## src/rtl/pipe_hazard_ctrl_pkg.sv

```systemverilog
// Shared opcodes, FSM state encoding and default sizing for the hazard controller.
package pipe_hazard_ctrl_pkg;

  typedef enum logic [1:0] {
    ST_RUN   = 2'd0,
    ST_FLUSH = 2'd1,
    ST_MAC   = 2'd2
  } state_t;

  localparam logic [6:0] OP_LOAD   = 7'b0000011;
  localparam logic [6:0] OP_STORE  = 7'b0100011;
  localparam logic [6:0] OP_BRANCH = 7'b1100011;
  localparam logic [6:0] OP_OP     = 7'b0110011;
  localparam logic [6:0] OP_CUS    = 7'b0001011;

  localparam int unsigned MAC_LAT_DEF   = 3;
  localparam int unsigned FLUSH_LEN_DEF = 2;
  localparam int unsigned CW_DEF        = 4;

  // Opcodes whose rs2 is read in EX and cannot take the load-data bypass.
  function automatic logic uses_rs2(input logic [6:0] op);
    return (op == OP_OP) || (op == OP_STORE) || (op == OP_BRANCH) || (op == OP_CUS);
  endfunction

endpackage

```

## src/rtl/pipe_hazard_ctrl_load_use_detect.sv

```systemverilog
// Combinational load-use compare between the IF/ID consumer and the ID/EX load.
module pipe_hazard_ctrl_load_use_detect
  import pipe_hazard_ctrl_pkg::*;
(
  input  logic [6:0] id_op,
  input  logic [4:0] id_rs2,
  input  logic [6:0] ex_op,
  input  logic [4:0] ex_rd,
  output logic       hit_c
);

  // rs1 is bypassed from load data inside EX, so only rs2 users are checked.
  assign hit_c = (ex_op == OP_LOAD) && (ex_rd != 5'd0) &&
                 uses_rs2(id_op) && (id_rs2 == ex_rd);

endmodule

```

## src/rtl/pipe_hazard_ctrl.sv

```systemverilog
// Central stall/bubble/flush controller: branch squash, multi-cycle MAC hold,
// load-use interlock and external halts, decoded Mealy-style from one FSM.
module pipe_hazard_ctrl
  import pipe_hazard_ctrl_pkg::*;
#(
  parameter int unsigned MAC_LAT   = MAC_LAT_DEF,
  parameter int unsigned FLUSH_LEN = FLUSH_LEN_DEF,
  parameter int unsigned CW        = CW_DEF
) (
  input  logic        CLK,
  input  logic        RES,
  input  logic        ext_halt,
  input  logic        mem_busy,
  input  logic [31:0] id_inst,
  input  logic [31:0] ex_inst,
  input  logic        ex_is_cus,
  input  logic        branch_req,
  output logic        stall_if,
  output logic        stall_id,
  output logic        stall_ex,
  output logic        bubble_ex,
  output logic        flush_id,
  output logic        branch_taken,
  output logic        mac_start,
  output logic        mac_done,
  output logic [1:0]  state
);

  // Reject configurations the counter cannot represent.
  if ((MAC_LAT < 1) || (MAC_LAT > 15) || (FLUSH_LEN < 1) || (FLUSH_LEN > 15) ||
      (CW < 1) || (CW > 16) || (FLUSH_LEN > (32'd1 << CW)) ||
      (MAC_LAT > (32'd1 << CW) + 1)) begin : g_cfg_err
    $error("pipe_hazard_ctrl: illegal MAC_LAT/FLUSH_LEN/CW");
  end

  localparam logic [CW-1:0] FLUSH_INIT = CW'(FLUSH_LEN - 1);
  localparam logic [CW-1:0] MAC_INIT   = CW'((MAC_LAT >= 2) ? (MAC_LAT - 2) : 0);

  state_t        state_q, state_d;
  logic [CW-1:0] cnt_q, cnt_d;
  logic          halt;
  logic          load_use;
  logic          mac_req;
  logic          unused_id_bits;

  assign halt    = ext_halt | mem_busy;
  assign mac_req = ex_is_cus && (ex_inst != 32'd0);
  assign unused_id_bits = ^{id_inst[31:25], id_inst[19:7]};

  pipe_hazard_ctrl_load_use_detect u_lud (
    .id_op  (id_inst[6:0]),
    .id_rs2 (id_inst[24:20]),
    .ex_op  (ex_inst[6:0]),
    .ex_rd  (ex_inst[11:7]),
    .hit_c  (load_use)
  );

  // State and counter register; halts freeze them via the next-state logic.
  always_ff @(posedge CLK) begin
    if (RES) begin
      state_q <= ST_RUN;
      cnt_q   <= '0;
    end else begin
      state_q <= state_d;
      cnt_q   <= cnt_d;
    end
  end

  // Next-state and Mealy outputs. Priority: reset, halt, branch, MAC, load-use.
  always_comb begin
    state_d      = state_q;
    cnt_d        = cnt_q;
    stall_if     = 1'b0;
    stall_id     = 1'b0;
    stall_ex     = 1'b0;
    bubble_ex    = 1'b0;
    flush_id     = 1'b0;
    branch_taken = 1'b0;
    mac_start    = 1'b0;
    mac_done     = 1'b0;

    if (RES) begin
      state_d = ST_RUN;
      cnt_d   = '0;
    end else if (halt) begin
      stall_if = 1'b1;
      stall_id = 1'b1;
      stall_ex = 1'b1;
    end else begin
      unique case (state_q)
        ST_FLUSH: begin
          flush_id  = 1'b1;
          bubble_ex = 1'b1;
          if (cnt_q == '0) begin
            state_d = ST_RUN;
          end else begin
            cnt_d = cnt_q - CW'(1);
          end
        end
        ST_MAC: begin
          if (cnt_q == '0) begin
            mac_done = 1'b1;
            state_d  = ST_RUN;
          end else begin
            stall_if = 1'b1;
            stall_id = 1'b1;
            stall_ex = 1'b1;
            cnt_d    = cnt_q - CW'(1);
          end
        end
        default: begin
          if (branch_req) begin
            branch_taken = 1'b1;
            flush_id     = 1'b1;
            bubble_ex    = 1'b1;
            state_d      = ST_FLUSH;
            cnt_d        = FLUSH_INIT;
          end else if (mac_req) begin
            mac_start = 1'b1;
            if (MAC_LAT == 1) begin
              mac_done = 1'b1;
            end else begin
              stall_if = 1'b1;
              stall_id = 1'b1;
              stall_ex = 1'b1;
              state_d  = ST_MAC;
              cnt_d    = MAC_INIT;
            end
          end else if (load_use) begin
            stall_if  = 1'b1;
            stall_id  = 1'b1;
            bubble_ex = 1'b1;
          end
        end
      endcase
    end
  end

  // Debug state view, forced to RUN while reset is asserted.
  assign state = RES ? 2'b00 : 2'(state_q);

endmodule

```

## config.mk

```make
export PLATFORM = sky130hd
export DESIGN_NAME = pipe_hazard_ctrl
export DESIGN_NICKNAME = d
export VERILOG_FILES = /design/src/rtl/pipe_hazard_ctrl_pkg.sv /design/src/rtl/pipe_hazard_ctrl_load_use_detect.sv /design/src/rtl/pipe_hazard_ctrl.sv
export SDC_FILE = /design/constraint.sdc
export NUM_CORES = 1
export LEC_CHECK = 0
export BUFFER_PORTS_ARGS = -buffer_cell sky130_fd_sc_hd__buf_2
export CORE_UTILIZATION = 36
export CTS_BUF_LIST = sky130_fd_sc_hd__clkbuf_8 sky130_fd_sc_hd__clkbuf_16
export DETAILED_ROUTE_END_ITERATION = 8
export PLACE_DENSITY = 0.82
export SYNTH_ARGS = -nofsm -noshare
export SYNTH_HDL_FRONTEND = slang
export SYNTH_SLANG_ARGS = --single-unit
```

## constraint.sdc

```tcl
create_clock -name CLK -period 6.1 [get_ports CLK]
set_clock_uncertainty 0.15 [all_clocks]
set_input_delay 1.525 -clock CLK [delete_from_list [all_inputs] [get_ports CLK]]
set_output_delay 1.525 -clock CLK [all_outputs]
set_load 0.05 [all_outputs]
```

==> results.md, run 1 <==
- Total number of vias: approximately 970
- Synth Net Count: 170
- Commonest cells after routing, fill and taps aside: buf_2 (59), nor2_1 (13), nor3_1 (9)
- Max Buffers Root-to-Sink: 2
- Vias per cell: roughly 5.4
- DRT Pass-1 Iters: 4
- Placed Cells incl. Taps: 177
- Post-synth ARST share: 0%
- Switching share of power: 32.9%
- Final setup viols: 0
- Core Util, Final: between 50 and 60%
- Average wire per standard cell: 11.9 um
- CP bufs+invs: 2
- Synth cell types: 39
- Post-CTS setup buffer count: 0
- Final hold vios: 0
- Comb power frac: 36.4%
- Routability cong.: 0.783
- Post-synthesis cell area: 716 sq um
- Final nets: 230
- Most common cell after layout, fill and taps aside: buf_2
- Crit path cell chain: buf_2, nor4_1, nand4_1, o41ai_4, a41oi_1, o21ai_1, buf_2
- Die area: 0.00217 sq mm
- Worst skew pair latency: 0.22 ns
- Most used cell, CP: buf_2
- Number of gates resized after cts: 0
- Residual DRC: 0
- Crit path DAT: 3.21 ns
- Fmax: 205 MHz
- Switching pwr: roughly 0.052 mW
- Avg Inst Size Synth: 7.38 sq um
- Slowest-stage cell, CP: o41ai_4
- Die Wd: 46.6 um
- Leakage: 0.497 nW
- CP required: 4.43 ns
- Setup_tns: 0 ns
- Hold Crit Class: reg2reg
- Diodes inserted: 0
- Tcrit/Tclk final: 80.1%
- Register area share after synthesis: between 15 and 20%
- Root buffer cell: clkbuf_8
- Cell internal pwr: 0.107 mW
- First-pass GRT wire length: 3370 um
- Cells after Synth: 97
- Initial antenna violation count: 0
- Status: complete, no violations
- Relative slew slack: 69.1%
- Delay-heaviest family, CP: compound AO/OA/AOI/OAI gates
- RSZ-0062 raised after global routing: no
- TritonCTS clock tree: built
- Grt total ovfl: 0
- Buffers added on ports: 59
- Clk slew on worst S/H paths: 0.04 ns
- Io pins: 80
- Worst setup path class: in2out
- Post-synth EDFFs: 0
- Max cap viols: 0
- 1st-iter DRT viols: 20
- Post-synthesis register bit count: 6
- Number of global-route vias before repair: 864
- Die H: 46.6 um
- H-tree levels: 1
- Post-CTS Hold Buffers: 0
- Ys flop type: dfxtp_1
- TritonCTS Sinks: 6
- Post-Place Worst Slack: 1.19 ns
- Layout cells sized above 1: a little under half
- Final Non-Filler Cells: 180
- Yosys warning count: 0
- Row count: 15
- Crit. End Element: primary output
- Clock power share: 37.5%
- Worst stage delay on the critical path: 0.53 ns
- Largest net degree at the start of global routing: 13
- Maximum vdd drop: 0.176 mV
- Initial core utilization: 39.7%
- Crit path launch type: input pin
- Pwr per Cell Area: roughly 150 mW/mm^2
- Final Slew Violations: 0
- Least-Margin Pin Slew: 0.463 ns
- Crit path max fanout: 6
- Core area: 0.00180 sq mm
- Fin crit period: 4.89 ns
- DRT Wirelength: 2150 um
- P&R area growth vs syn: 48.8%
- HPWL after DPL: approximately 1800 um
- Share of power burned in registers: between 20% and 30%
- Num CTS Buffers: 3
- Post-DRT Antenna Nets: 0
- R2R Setup Slk: 4.14 ns
- Total track usage: 21.6%
- Worst setup margin: 1.21 ns
## synth_stat cells (4+ instances only)
| master | count | area share (%) |
|---|---|---|
| nand2_1 | 4 | 2.1 |
| dfxtp_1 | 6 | 17 |
| nor2_1 | 13 | 6.8 |
| nor3_1 | 9 | 6.3 |
| nor4_1 | 5 | 4.4 |
| a21oi_1 | 6 | 4.2 |
| inv_1 | 6 | 3.1 |
## kinds of logic after synthesis
group | count (synthesis) | share of synthesized area [%]
buffers and inverters | 10 | 5.77
DFF | 6 | 16.8
adders and majority gates | 3 | 5.25
AOI/OAI and AO/OA | 23 | 27.8
and+or+nand+nor | 50 | 38.3
xor gates and xnor gates | 5 | 6.12
## power groups by stage
stage	sequential (mW)	combinational (mW)	clock [mW]
final	0.0416	0.0580	0.0598
after CTS	0.0416	0.0578	0.0599
after detailed placement	0.0422	0.0575	0
after global routing	0.0418	0.0634	0.0632
after floorplan	0.0419	0.0343	0
after global placement	0.0421	0.0561	0
## flip-flops by register name, indices dropped and copies added (netlist names)
| register | cells |
|---|---|
| state_q | 2 |
| cnt_q | 4 |
## routing by layer
layer  global-route usage [%]  vias up  wire length (um)
li1                         -      478                 -
met1                     22.5      435               860
met2                     42.8       50              1110
met3                     5.49        4               164
met4                     2.94        0                12
met5                        0        -                 0
## metrics by stage
step	cell area (sq um)	hold WS [ns]	power (mW)
2_1_floorplan	716	0.320	0.0762
5_1_grt	1060	0.392	0.168
4_1_cts	1060	0.351	0.159
6_report	1060	0.352	0.159
3_5_place_dp	1020	0.347	0.0997
3_3_place_gp	1020	0.339	0.0982
## worst paths after layout
path,start,to,cells after the start
worst min-delay path,cnt_q[1],cnt_q[1],2
worst max register to register,state_q[0],cnt_q[0],5
worst min register to register,cnt_q[1],cnt_q[1],2
worst max-delay path,ex_inst[1],bubble_ex,7
## tightest hold or removal path, delay by kind of cell (launching register included)
| family | cells | cell delay (ns) |
|---|---|---|
| flip-flops | 1 | 0.33 |
| AND/OR/NAND/NOR | 1 | 0.07 |
| AO/OA/AOI/OAI | 1 | 0.05 |
## area by class of cell
| class | count | area [sq um] |
|---|---|---|
| Multi-Input combinational cell | 81 | 554 |
| Sequential cell | 6 | 120 |
| Inverter | 6 | 22.5 |
| Tap cell | 25 | 31.3 |
| Fill cell | 173 | 737 |
| Clock buffer | 3 | 41.3 |
| Timing Repair Buffer | 59 | 295 |
Power figures use the tool's default switching activity.
==> run 2, diff against run 1 <==
--- a/config.mk
+++ b/config.mk
@@ -6,10 +6,10 @@
 export NUM_CORES = 1
 export LEC_CHECK = 0
 export BUFFER_PORTS_ARGS = -buffer_cell sky130_fd_sc_hd__buf_2
-export CORE_UTILIZATION = 36
+export CORE_UTILIZATION = 34
 export CTS_BUF_LIST = sky130_fd_sc_hd__clkbuf_8 sky130_fd_sc_hd__clkbuf_16
 export DETAILED_ROUTE_END_ITERATION = 8
-export PLACE_DENSITY = 0.82
+export PLACE_DENSITY = 0.78
 export SYNTH_ARGS = -nofsm -noshare
 export SYNTH_HDL_FRONTEND = slang
 export SYNTH_SLANG_ARGS = --single-unit
==> constraint.sdc (replaced) <==
create_clock -name CLK -period 4.5 [get_ports CLK]
set_clock_uncertainty 0.15 [all_clocks]
set_input_delay 1.125 -clock CLK [delete_from_list [all_inputs] [get_ports CLK]]
set_output_delay 1.125 -clock CLK [all_outputs]
set_load 0.05 [all_outputs]
==> run 2 against run 1 <==
  * Utilization down 4.1 points
  * Final cell count up 1.7%
  * Combinational power up 37%
  * Critical path type unchanged
  * Routed wire length up 3.7%
  * Largest power group unchanged
  * Count of clock-buffer cells in the layout unchanged
  * Total power up 37%
  * Register-to-register slack worse by 1.6 ns
==> results.md, run 2 (synthesis results as in run 1) <==
- Status: complete, no violations (unchanged)
- Initial core utilization: 36.5% (was 39.7%)
- Crit path cell chain: buf_2, nor4_1, nand4_1, o41ai_4, buf_4, nand2b_1, a21oi_1, buf_2 (was buf_2, nor4_1, nand4_1, o41ai_4, a41oi_1, o21ai_1, buf_2)
- Pwr per Cell Area: 203 mW/mm^2 (was 150 mW/mm^2)
- Die area: 0.00229 sq mm (was 0.00217 sq mm)
- Final hold vios: 0 (unchanged)
- H-tree levels: 1 (unchanged)
- Placed Cells incl. Taps: 180 (was 177)
- Max cap viols: 0 (unchanged)
- Largest Register: cnt_q (unchanged)
- CP required: 3.22 ns (was 4.43 ns)
- CP bufs+invs: 3 (was 2)
- Leakage: 0.503 nW (was 0.497 nW)
- Final Non-Filler Cells: 183 (was 180)
- Number of gates resized after cts: 0 (unchanged)
- Relative slew slack: 73.5% (was 69.1%)
- Crit path launch type: input pin (unchanged)
- Max Buffers Root-to-Sink: 2 (unchanged)
- Maximum vdd drop: 0.182 mV (was 0.176 mV)
- First-pass GRT wire length: 3020 um (was 3370 um)
- TritonCTS clock tree: built (unchanged)
- Fmax: about 250 MHz
- Fillers: 198 (was 173)
- Total track usage: 19.0% (was 21.6%)
- Worst setup margin: 0.432 ns (was 1.21 ns)
- Hold Crit Class: reg2reg (unchanged)
- Post-CTS Hold Buffers: 0 (unchanged)
- P&R area growth vs syn: 50.9% (was 48.8%)
- TritonCTS Sinks: 6 (unchanged)
- Crit path DAT: 2.79 ns (was 3.21 ns)
- Grt total ovfl: 0 (unchanged)
- Layout cells sized above 1: 46.2% (was 45.2%)
- Worst skew pair latency: 0.23 ns (was 0.22 ns)
- Total Power: 0.219 mW (was 0.159 mW)
- Row count: 16 (was 15)
- Core area: 0.00196 sq mm (was 0.00180 sq mm)
- Average wire per standard cell: 12.2 um (was 11.9 um)
- Final nets: 231 (was 230)
- Worst setup path class: in2out (unchanged)
- Fin crit period: 4.07 ns
- Buffers added on ports: 59 (unchanged)
- RSZ-0062 raised after global routing: no (unchanged)
- Final setup viols: 0 (unchanged)
- Die Wd: 47.9 um (was 46.6 um)
- Num CTS Buffers: 3 (unchanged)
- Tcrit/Tclk final: 90.4%
- Core Util, Final: 55.0% (was 59.1%)
- Initial antenna violation count: 0 (unchanged)
- Least-Margin Pin Slew: 0.396 ns (was 0.463 ns)
- DRT Pass-1 Iters: 4 (unchanged)
- HPWL after DPL: 1880 um (was 1770 um)
- Total number of vias: 978 (was 967)
- Diodes inserted: 0 (unchanged)
- Most common cell after layout, fill and taps aside: buf_2 (unchanged)
- Number of global-route vias before repair: 855 (was 864)
- Max reg flops: 4 (unchanged)
- Slowest-stage cell, CP: o41ai_4 (unchanged)
- Root buffer cell: clkbuf_8 (unchanged)
- Commonest cells after routing, fill and taps aside: buf_2 (59), nor2_1 (13), nor3_1 (9) (unchanged)
- Placed cell areas: 0.00104 sq mm (was 0.00102 sq mm)
- Post-route cell area: 0.00108 sq mm (was 0.00106 sq mm)
- Largest net degree at the start of global routing: 13 (unchanged)
- Worst stage delay on the critical path: 0.42 ns (was 0.53 ns)
- Routability cong.: 0.757 (was 0.783)
- WHS: 0.380 ns (was 0.352 ns)
- Clk slew on worst S/H paths: 0.04 ns (about the same)
- Post-Place Worst Slack: 0.404 ns (was 1.19 ns)
- Biggest regs: cnt_q: 4 flops, state_q: 2 flops (unchanged)
- Delay-heaviest family, CP: simple AND/OR/NAND/NOR gates (was compound AO/OA/AOI/OAI gates)
- Io pins: 80 (unchanged)
- Residual DRC: 0 (unchanged)
- Final Slew Violations: 0 (unchanged)
- Die H: 47.9 um (was 46.6 um)
- Most used cell, CP: buf_2 (unchanged)
- Post-CTS setup buffer count: 0 (unchanged)
- Crit. End Element: primary output (unchanged)
- 1st-iter DRT viols: 15 (was 20)
- Vias per cell: 5.34 (was 5.37)
- Post-DRT Antenna Nets: 0 (unchanged)
- Crit path max fanout: 4 (was 6)
- DRT Wirelength: 2230 um (was 2150 um)
- Setup_tns: 0 ns (unchanged)
==> run 2: changes by cell type in the layout (fill, tap and decap cells not counted) <==
cell,before,now
buf_4,0,1
a211oi_2,1,2
a211oi_1,3,2
==> run 2: worst reg2reg max path: cells and delay by family (launching register included) <==
family,cells,cell delay (ns)
adder cells (fa/ha/maj),1,0.50
AND/OR/NAND/NOR,1,0.41
AO/OA/AOI/OAI,2,0.40
flip-flops,1,0.33
buffers and inverters,1,0.08
==> run 2: layer usage <==
layer  track usage [%]  routed length (um)
met1              16.3                 817
met2              41.4                1200
met3              2.64                 173
met4              8.33                  31
met5                 0                   0
==> run 2: cell type report <==
class / count / area, sq um / area share (%)
multi-input cells: 81 / 559 / 51.8
inverters: 6 / 22.5 / 2.09
well taps: 27 / 33.8 / 3.13
clock buffers: 3 / 41.3 / 3.82
repair buffers: 60 / 303 / 28.0
flip-flops and latches: 6 / 120 / 11.1
==> run 2: power breakdown <==
part | switching [mW] | leakage, nW | internal (mW)
Combinational | 0.0462 | 0.433 | 0.0333
Clock | 0.0255 | 0.0216 | 0.0577
Sequential | 0.00117 | 0.0487 | 0.0552
==> run 2: path summary, 6_finish.rpt <==
| kind | start | to | slack (ns) | cells past startpoint |
|---|---|---|---|---|
| max reg2reg | state_q[0] | cnt_q[3] | 2.53 | 5 |
| min | cnt_q[1] | cnt_q[1] | 0.38 | 2 |
| min reg2reg | cnt_q[1] | cnt_q[1] | 0.38 | 2 |
| max | ex_inst[1] | stall_ex | 0.43 | 8 |
